File: src/rtl/food_map_pkg.sv
// Shared maze definitions: map geometry, food encodings, control states and
// the tile addressing / fill pattern helpers used by food_map.
package food_map_pkg;
    localparam int TILE_PX   = 16;
    localparam int MAP_W     = 40;
    localparam int MAP_H     = 30;
    localparam int MAP_CELLS = MAP_W * MAP_H;
    localparam int ADDR_W    = 11;

    typedef enum logic [1:0] {
        FOOD_NONE = 2'd0,
        FOOD_S    = 2'd1,
        FOOD_M    = 2'd2,
        FOOD_L    = 2'd3
    } food_t;

    typedef enum logic [1:0] {
        INIT   = 2'd0,
        IDLE   = 2'd1,
        EAT_RD = 2'd2,
        EAT_WR = 2'd3
    } ctl_state_t;

    typedef struct packed {
        logic [5:0] tx;
        logic [4:0] ty;
    } tile_t;

    // ty*40 + tx as two shifts and an add; never exceeds 1199 for in-map tiles.
    function automatic logic [ADDR_W-1:0] tile_addr(input logic [5:0] tx, input logic [4:0] ty);
        return {1'b0, ty, 5'b0} + {3'b0, ty, 3'b0} + {5'b0, tx};
    endfunction

    function automatic food_t fill_type(input logic [5:0] tx, input logic [4:0] ty);
        logic [1:0] diag;
        diag = tx[1:0] + ty[1:0];
        if (tx[2:0] == 3'd0 && ty[2:0] == 3'd0) return FOOD_L;
        if (diag == 2'd0) return FOOD_M;
        return FOOD_S;
    endfunction
endpackage

File: src/rtl/food_ram.sv
// 1200x2 dual-port food store: a read-only render port and a read/write
// control port, both synchronous and read-first. No reset so it maps to BRAM.
module food_ram
    import food_map_pkg::*;
#(
    parameter int DEPTH = MAP_CELLS
) (
    input  logic              clk,
    input  logic [ADDR_W-1:0] rd_addr,
    output logic [1:0]        rd_data,
    input  logic [ADDR_W-1:0] ctl_addr,
    input  logic              ctl_we,
    input  logic [1:0]        ctl_wdata,
    output logic [1:0]        ctl_rdata
);
    logic [1:0] mem [DEPTH];

    always_ff @(posedge clk) begin
        rd_data <= mem[rd_addr];
    end

    always_ff @(posedge clk) begin
        if (ctl_we) mem[ctl_addr] <= ctl_wdata;
        ctl_rdata <= mem[ctl_addr];
    end
endmodule

File: src/rtl/food_map.sv
// Food occupancy store upstream of food_layout: two-stage render lookup from the
// scan position, plus fill / eat control and the remaining-food counter.
module food_map
    import food_map_pkg::*;
(
    input  logic        clk,
    input  logic        rst_n,
    input  logic [9:0]  pix_x,
    input  logic [9:0]  pix_y,
    input  logic        pix_valid,
    output logic [3:0]  x,
    output logic [3:0]  y,
    output logic [1:0]  food_type,
    output logic        out_valid,
    input  logic        eat_req,
    input  logic [5:0]  eat_tx,
    input  logic [4:0]  eat_ty,
    output logic        eat_ack,
    output logic [1:0]  eaten_type,
    input  logic        init_start,
    output logic        init_busy,
    output logic [10:0] food_left,
    output logic        level_clear
);
    localparam int STAGES = 2;

    ctl_state_t        state, state_nx;
    logic [STAGES:1]   vld_pipe;
    logic [ADDR_W-1:0] rd_addr;
    logic [1:0]        rd_data;
    logic [3:0]        x1, y1;
    logic              blank1, blank2;
    logic              pix_in_map;

    logic [5:0]        init_tx;
    logic [4:0]        init_ty;
    logic              init_last;
    tile_t             eat_tile;
    logic              eat_oob;
    logic              ctl_we;
    logic [1:0]        ctl_wdata, ctl_rdata;
    logic [ADDR_W-1:0] ctl_addr;

    assign pix_in_map = (pix_x < 10'(MAP_W * TILE_PX)) && (pix_y < 10'(MAP_H * TILE_PX));

    // Blanking is decided in stage 1 so it travels with its pixel through the RAM read.
    always_ff @(posedge clk or negedge rst_n) begin
        if (!rst_n) begin
            vld_pipe <= '0;
            rd_addr  <= '0;
            x1       <= '0;
            y1       <= '0;
            blank1   <= 1'b1;
            x        <= '0;
            y        <= '0;
            blank2   <= 1'b1;
        end else begin
            vld_pipe <= {vld_pipe[STAGES-1:1], pix_valid};
            rd_addr  <= pix_in_map ? tile_addr(pix_x[9:4], pix_y[8:4]) : '0;
            x1       <= pix_x[3:0];
            y1       <= pix_y[3:0];
            blank1   <= !pix_in_map || init_busy;
            x        <= x1;
            y        <= y1;
            blank2   <= blank1;
        end
    end

    assign out_valid = vld_pipe[STAGES];
    assign food_type = blank2 ? FOOD_NONE : rd_data;

    assign init_busy = (state == INIT);
    assign init_last = (init_tx == 6'(MAP_W - 1)) && (init_ty == 5'(MAP_H - 1));

    always_comb begin
        state_nx  = state;
        ctl_we    = 1'b0;
        ctl_wdata = FOOD_NONE;
        ctl_addr  = eat_oob ? '0 : tile_addr(eat_tile.tx, eat_tile.ty);
        case (state)
            INIT: begin
                ctl_we    = 1'b1;
                ctl_wdata = fill_type(init_tx, init_ty);
                ctl_addr  = tile_addr(init_tx, init_ty);
                if (init_last) state_nx = IDLE;
            end
            IDLE: begin
                if (init_start)               state_nx = INIT;
                else if (eat_req && !eat_ack) state_nx = EAT_RD;
            end
            EAT_RD: state_nx = EAT_WR;
            EAT_WR: begin
                ctl_we   = !eat_oob;
                state_nx = IDLE;
            end
            default: state_nx = INIT;
        endcase
    end

    always_ff @(posedge clk or negedge rst_n) begin
        if (!rst_n) begin
            state       <= INIT;
            init_tx     <= '0;
            init_ty     <= '0;
            eat_tile    <= '0;
            eat_oob     <= 1'b0;
            eat_ack     <= 1'b0;
            eaten_type  <= FOOD_NONE;
            food_left   <= '0;
            level_clear <= 1'b0;
        end else begin
            state       <= state_nx;
            eat_ack     <= 1'b0;
            level_clear <= 1'b0;
            case (state)
                INIT: begin
                    if (init_last) begin
                        init_tx   <= '0;
                        init_ty   <= '0;
                        food_left <= 11'(MAP_CELLS);
                    end else if (init_tx == 6'(MAP_W - 1)) begin
                        init_tx <= '0;
                        init_ty <= init_ty + 5'd1;
                    end else begin
                        init_tx <= init_tx + 6'd1;
                    end
                end
                IDLE: begin
                    if (!init_start && eat_req && !eat_ack) begin
                        eat_tile <= '{tx: eat_tx, ty: eat_ty};
                        eat_oob  <= (eat_tx >= 6'(MAP_W)) || (eat_ty >= 5'(MAP_H));
                    end
                end
                EAT_WR: begin
                    eat_ack    <= 1'b1;
                    eaten_type <= eat_oob ? FOOD_NONE : ctl_rdata;
                    if (!eat_oob && ctl_rdata != FOOD_NONE) begin
                        food_left   <= food_left - 11'd1;
                        level_clear <= (food_left == 11'd1);
                    end
                end
                default: ;
            endcase
        end
    end

    food_ram u_ram (
        .clk       (clk),
        .rd_addr   (rd_addr),
        .rd_data   (rd_data),
        .ctl_addr  (ctl_addr),
        .ctl_we    (ctl_we),
        .ctl_wdata (ctl_wdata),
        .ctl_rdata (ctl_rdata)
    );
endmodule
File: config.mk
export PLATFORM = sky130hd
export DESIGN_NAME = food_map
export DESIGN_NICKNAME = d
export VERILOG_FILES = /design/src/rtl/food_map_pkg.sv /design/src/rtl/food_ram.sv /design/src/rtl/food_map.sv
export SDC_FILE = /design/constraint.sdc
export NUM_CORES = 2
export LEC_CHECK = 0
export ABC_CLOCK_PERIOD_IN_PS = 55500
export BUFFER_PORTS_ARGS = -buffer_cell sky130_fd_sc_hd__clkbuf_2
export CAP_MARGIN = 30
export CELL_PAD_IN_SITES_DETAIL_PLACEMENT = 1
export CELL_PAD_IN_SITES_GLOBAL_PLACEMENT = 2
export CORE_ASPECT_RATIO = 1.25
export CORE_UTILIZATION = 51
export CTS_BUF_LIST = sky130_fd_sc_hd__clkbuf_4 sky130_fd_sc_hd__clkbuf_8
export DETAILED_ROUTE_END_ITERATION = 7
export PLACE_DENSITY_LB_ADDON = 0.1
export SLEW_MARGIN = 20
export SYNTH_ARGS = -nofsm -noshare
export SYNTH_HDL_FRONTEND = slang
export SYNTH_HIERARCHICAL = 1
export SYNTH_SLANG_ARGS = --single-unit
File: constraint.sdc
create_clock -name clk -period 55.5 [get_ports clk]
set_input_delay 11.1 -clock clk [delete_from_list [all_inputs] [get_ports clk]]
set_output_delay 11.1 -clock clk [all_outputs]
set_load 0.05 [all_outputs]
# --- After elaboration in Yosys (flattened, before gate mapping) ---
# Memories as Yosys holds them, arrays and structs flattened. A register that Yosys moved wholly into a read port is not among the register bits.
# Cells that the tools add are included.
totals:
  register_bits: 71
  ram_bits: 2400
  in_bits: 36
  output_inout_bits: 27
  elab_cells: 98
  n_memories: 1
mem_list:
  columns: ["name", "depth", "word_bits", "read_ports", "rd_ports_with_merged_regs", "write_ports", "line_no", "source"]
  rows:
  - ["u_ram.mem", 1200, 2, 2, 2, 1, "food_ram.sv:16", "logic [1:0] mem [DEPTH];"]
op_classes:
  n_addsub: 10
  magnitude_cmp: 4
  eq_ne: 9
  muxes: 32
  n_reduce_logical: 24
op_table:
  columns: ["op", "count"]
  rows:
  - ["11-bit 2-to-1 mux", 5]
  - ["10-bit by 8-bit adder with 11-bit output", 3]
  - ["11-bit by 6-bit adder with 11-bit output", 3]
  - ["11-bit one-hot mux with 2 select lines", 1]
  - ["2-bit 2-to-1 mux", 10]
  - ["6-bit 2-to-1 mux", 2]
  - ["11-bit by 1-bit equality test with 1-bit output, second input constant", 1]
  - ["11-bit by 1-bit subtractor with 11-bit output, second input constant", 1]
  - ["10-bit less-than comparator, second input constant", 1]
  - ["10-bit by 9-bit less-than comparator with 1-bit output, second input constant", 1]
  - ["1-bit 2-to-1 mux", 10]
  - ["5-bit 2-to-1 mux", 2]
  - ["2-bit one-hot mux with 4 select lines", 1]
  - ["1-bit logical AND", 7]
  - ["6-bit by 1-bit adder with 6-bit output, second input constant", 1]
  - ["6-bit equality test, second input constant", 1]
  - ["6-bit >= comparator, second input constant", 1]
  - ["3-bit zero test", 2]
  - ["2-bit AND reduction", 3]
  - ["2-bit nonzero test", 3]
  - ["5-bit by 1-bit adder with 5-bit output, second input constant", 1]
  - ["5-bit equality test, second input constant", 1]
  - ["5-bit >= comparator, second input constant", 1]
  - ["2-bit equality test, second input constant", 2]
  - ["10 further kinds", 15]

# --- Depth between registers and ports, before layout ---
logic_depth:
  depth_word: 9
  ltp_mapped: 18
  ltp_nobuf: 14

# --- Cells and area by module ---
# Netlist, hierarchy kept.
modules_own_cells:
  columns: ["mod", "instances", "cells_per_inst", "area_each_um2", "seq_area_each_um2"]
  rows:
  - ["food_ram", 1, 6733, 114777.6, 72149.2]
  - ["food_map", 1, 368, 3890.0, 1779.2]

# --- Worst setup path after synthesis ---
# OpenSTA, ideal clock, no wires.
synth_path:
  kind: "reg2reg"
  start: "register state[1]"
  end: "memory u_ram.mem[0][0], data pin"
  setup_time_ns: 6.624
  arrival_ns: 33.200
  required_ns: 48.876
  path_slack_ns: 15.677
  stages_incl_launch_ff: 5
  path_buffers: 0
  synth_period_minus_slack_ns: 39.823
  path_cell_list: "dfrtp_1 -> inv_1 -> ha_1 -> inv_1 -> a21oi_1"
synth_via:
  elab_chain_len: 2
synth_rtl:
  columns: ["element", "line_no", "source"]
  rows:
  - ["from (decl)", "food_map.sv:27", "ctl_state_t state, state_nx;"]
  - ["from (signal assigned)", "food_map.sv:112", "state <= state_nx;"]
  - ["2-bit zero test", null, null]
  - ["named net init_busy", "food_map.sv:21", "output logic init_busy,"]
  - ["2-bit 2-to-1 mux", "food_map.sv:80", "case (state)"]
  - ["named net ctl_wdata[0]", "food_map.sv:41", "logic [1:0] ctl_wdata, ctl_rdata;"]
  - ["to (decl)", "food_ram.sv:16", null]
# The timed path passes the listed nets, and every way through them passes these cells.

# --- Worst setup path after layout ---
layout_path:
  start: "register state[1]"
  end: "output init_busy"
layout_via:
  elab_chain_len: 1
layout_rtl:
  columns: ["element", "line_no", "source"]
  rows:
  - ["2-bit zero test", "food_map.sv:72", "assign init_busy = (state == INIT);"]
  - ["to (decl)", "food_map.sv:21", null]
# No other way between the ends.

==> summary.md <==
| Metric | Value |
|---|---|
| Fraction of final layout cells sized beyond drive strength 1 | `0.300` |
| Count of buffer and inverter cells on the critical path | `3` |
| TritonCTS buffer count | `400` |
| Estimated wirelength of the detail-placed design | `263 mm` |
| Final hold vios | `0` |
| Minimum clock period after layout | `13.48 ns` |
| Endpoint required time on the critical path | `44.40 ns` |
| Total Neg Setup Slack | `0 ns` |
| Worst-path clk slew | `0.06 ns` |
| Maximum clock skew at final layout | `0.0620 ns` |
| Core Area | `0.231 mm2` |
| FMAX | `74.2 MHz` |
| Post-synthesis cell area | `0.119 mm2` |
| Number of global-route vias before repair | `78.9k` |
| Main flop type after synthesis | `sky130_fd_sc_hd__edfxtp_1` |
| First DRT Iteration DRCs | `11.3k` |
| Net switching power | `0.00276 W` |
| Min Hold Slack | `0.351 ns` |
| Share of synthesized area occupied by flip-flops and latches | `0.623` |
| Kind of cell with the highest combined delay on the critical path | `buffers and inverters` |
| Initial antenna violation count | `34` |
| Pleak | `39.6 nW` |
| Synthesis Warnings | `6` |
| Slew HR | `0.117` |
| Number of iterations in the first detailed-routing pass | `7` |
| Cell with the most instances after synthesis | `sky130_fd_sc_hd__edfxtp_1` |
| Least setup slack across all paths after layout | `42.02 ns` |
| Final period utilization | `0.243` |
| Max-slew violation total from the final report | `0` |
| Share of Yosys cell area claimed by the top area cell type | `0.607` |
| Synthesized-area fraction occupied by ao, oa, aoi and oai cells | `0.0476` |
| Cells traversed along the worst timing path | `inv_1 > ha_1 > buf_4 > clkbuf_2` |
| Number of buffer cells added on primary ports | `62` |
| Post-Place Cells | `9815` |
| Post-route insts no fill | `10.6k` |
| DP Area | `0.123 mm2` |
| Startpoint-to-endpoint class of the critical path | `flip-flop to output pin` |
| DR vias/cell | `7.22` |
| Power density over the cells | `53.2 mW/mm2` |
| Share of total power in sequential cells | `0.352` |
| Final RePlAce weighted congestion | `0.883` |
| Net Sw Frac | `0.395` |
| Count of cells resized by post-cts repair | `0` |
| Post-synthesis adder-cell area fraction | `0.00523` |
| Largest net degree at the start of global routing | `249` |
| Power share of the clock group | `0.230` |
| Type of the tightest min-delay check | `flip-flop to flip-flop` |
| Combinational group share of total power | `0.417` |
| Endpoint kind of the worst setup timing path | `output pin` |
| Maximum fanout along the worst path | `24` |
| GRT Residual Overflow | `0` |
| Fraction of registers with async set or reset after synthesis | `0.0287` |
| Top Ports | `63` |
| Final instance area | `0.131 mm2` |
| Most frequent cells after synthesis | `sky130_fd_sc_hd__edfxtp_1, sky130_fd_sc_hd__nor2_1, sky130_fd_sc_hd__mux4_2` |
| Slowest cell delay on critical path | `0.41 ns` |
| Horizontal die dimension | `433 um` |
| Count of flip-flops with a built-in enable after synthesis | `2400` |
| Final wirelength | `440 mm` |
| Share of synthesized cell area in and, or, nand and nor gates | `0.0611` |
| Clock Root Buffer | `sky130_fd_sc_hd__clkbuf_8` |
| Cell types occupying the most area after synthesis | `sky130_fd_sc_hd__edfxtp_1, sky130_fd_sc_hd__mux4_2, sky130_fd_sc_hd__nor2_1` |
| Xor and xnor area share after synthesis | `0.00111` |
| Vias after detailed routing | `76.2k` |
| Die Ht | `541 um` |
| #FFs+latches synth | `2475` |
| Arrival time reported for the critical path endpoint | `2.38 ns` |
| Crit path max-delay cell type | `sky130_fd_sc_hd__dfrtp_1` |
| Max-capacitance violation count | `0` |
| Count of mapped cells out of synthesis | `7101` |
| Worst vdd ir | `0.0548 mV` |
| Internal Power | `0.00422 W` |
| DRC violation count after routing | `0` |
| Net count of the mapped netlist | `7183` |
| TritonCTS clock tree | `done` |
| Worst-case clock buffer depth | `4` |
| Leading area contributor after synthesis | `sky130_fd_sc_hd__edfxtp_1` |
| Std cell rows | `197` |
| Setup-violating endpoint count in the final report | `0` |
| Share of cell area taken by muxes after synthesis | `0.237` |
| Slew at the pin with the worst max-slew slack | `1.32 ns` |
| # Post-CTS Setup Buffers | `0` |
| Synthesis-to-finish area growth | `10.4%` |
| Crit path launch type | `flip-flop` |
| CTS Hold Buffers Added | `0` |
| Routed Antenna Nets | `0` |
| Combinational family with the most area after synthesis | `multiplexers` |
| Effective utilization at floorplan | `0.514` |
| Number of sinks handled by clock tree synthesis | `2475` |
| Wire length per cell | `41.7 um` |
| Clock insertion delay at the later pin of the skew report | `1.04 ns` |
| Worst slack after detailed placement | `42.29 ns` |
| RSZ-0062 raised after global routing | `false` |
| Total Die Area | `0.235 mm2` |
| Number of distinct library cells after synthesis | `82` |
| Status | `completed` |
| Global router's overall resource usage | `0.376` |
| Global-route wire length before repair | `609 mm` |
| Nets | `7227` |
| Total number of H-tree levels | `5` |
| Mean cell area of the mapped netlist | `16.7 um2` |
==> per-layer routing <==
metal  global-route usage  vias to the layer above  share of wire
li1                     -                    29245              -
met1                0.487                    40724           0.35
met2                0.586                     5027           0.47
met3               0.0867                     1215           0.12
met4                0.214                       16          0.065
met5                    0                        -        0.00026
==> logic make-up after synthesis <==
group	count (synthesis)
compound gates	789
xor+xnor	15
fa+ha+maj	46
buf+inv	698
flops	2475
mux	1342
simple gates	1736
==> worst register-to-register path: stages, from the launching register on <==
cell,delay (ns)
sky130_fd_sc_hd__dfrtp_1,0.41
sky130_fd_sc_hd__inv_1,0.14
sky130_fd_sc_hd__ha_1,0.16
sky130_fd_sc_hd__buf_4,0.27
sky130_fd_sc_hd__inv_1,0.49
sky130_fd_sc_hd__o21ai_4,0.27
sky130_fd_sc_hd__buf_4,0.59
sky130_fd_sc_hd__buf_4,0.68
sky130_fd_sc_hd__buf_4,0.81
sky130_fd_sc_hd__buf_4,0.72
sky130_fd_sc_hd__buf_4,0.70
sky130_fd_sc_hd__mux4_2,0.48
sky130_fd_sc_hd__a22oi_1,0.25
sky130_fd_sc_hd__nand4_1,0.14
sky130_fd_sc_hd__a22oi_1,0.45
sky130_fd_sc_hd__nand4_1,0.43
sky130_fd_sc_hd__a22oi_1,0.31
sky130_fd_sc_hd__nand3_1,0.09
==> cell type report <==
| class | instances | area (um2) |
|---|---|---|
| Clock inverter | 171 | 1130 |
| Clock buffer | 548 | 6760 |
| Sequential cell | 2475 | 73900 |
| Tap cell | 3084 | 3860 |
| Inverter | 44 | 168 |
| Multi-Input combinational cell | 3928 | 42300 |
| Antenna cell | 15 | 37.5 |
| Timing Repair Buffer | 296 | 2740 |
| Fill cell | 20850 | 100000 |
==> power groups by stage <==
stage	Combinational (W)	Clock [W]	Sequential, W
floorplan	0.00162	0	0.00320
global placement	0.00276	0	0.00250
detailed placement	0.00282	0	0.00250
CTS	0.00283	0.00162	0.00246
global route	0.00297	0.00169	0.00246
finish	0.00291	0.00161	0.00246
==> flip-flops by register name (all words and copies together), names as in the netlist <==
name and count:
u_ram/mem 2400, eat_tile 11, food_left 11, rd_addr 11, init_tx 6, init_ty 5
x1 4, x 4, y1 4, y 4, eaten_type 2, state 2
u_ram/ctl_rdata 2, u_ram/rd_data 2, vld_pipe 2, blank1 1, blank2 1, eat_ack 1
eat_oob 1, level_clear 1
==> placed cells by master (no fill, tap or decap), types with 18 or more instances in the layout <==
cell type and count:
sky130_fd_sc_hd__o21ai_0 65, sky130_fd_sc_hd__edfxtp_1 2400, sky130_fd_sc_hd__nand2_2 19, sky130_fd_sc_hd__a21oi_1 74, sky130_fd_sc_hd__mux4_2 1172, sky130_fd_sc_hd__o22ai_1 30
sky130_fd_sc_hd__clkbuf_4 125, sky130_fd_sc_hd__buf_4 186, sky130_fd_sc_hd__nand4_1 101, sky130_fd_sc_hd__ha_1 40, sky130_fd_sc_hd__inv_1 39, sky130_fd_sc_hd__buf_12 21
sky130_fd_sc_hd__nor3_1 28, sky130_fd_sc_hd__clkinv_2 56, sky130_fd_sc_hd__a22oi_1 456, sky130_fd_sc_hd__nand2_1 135, sky130_fd_sc_hd__clkbuf_2 61, sky130_fd_sc_hd__nand2_4 26
sky130_fd_sc_hd__clkinv_1 90, sky130_fd_sc_hd__a22o_1 25, sky130_fd_sc_hd__nor2_1 1248, sky130_fd_sc_hd__buf_16 18, sky130_fd_sc_hd__mux2i_1 154, sky130_fd_sc_hd__nand3_1 41
sky130_fd_sc_hd__clkbuf_8 423, sky130_fd_sc_hd__dfrtp_1 62, sky130_fd_sc_hd__a221oi_1 36
==> per-stage QoR <==
step / total power (W) / util
global placement: 0.00526 / 0.529
CTS: 0.00692 / 0.566
detailed placement: 0.00532 / 0.532
finish: 0.00697 / 0.567
global route: 0.00712 / 0.567
floorplan: 0.00482 / -
==> final timing paths <==
check | end | slack [ns] | cells after the start | start
setup / recovery | init_busy | 42.02 | 4 | state[1]
hold / removal | y[2] | 0.35 | 0 | y1[2]
setup reg to reg | u_ram/ctl_rdata[1] | 47.91 | 17 | state[1]
hold reg to reg | y[2] | 0.35 | 0 | y1[2]
max in group asynchronous | rd_addr[1] | 44.50 | 2 | rst_n
min in group asynchronous | init_tx[4] | 9.92 | 1 | rst_n
(Power assumes the default switching activity.)
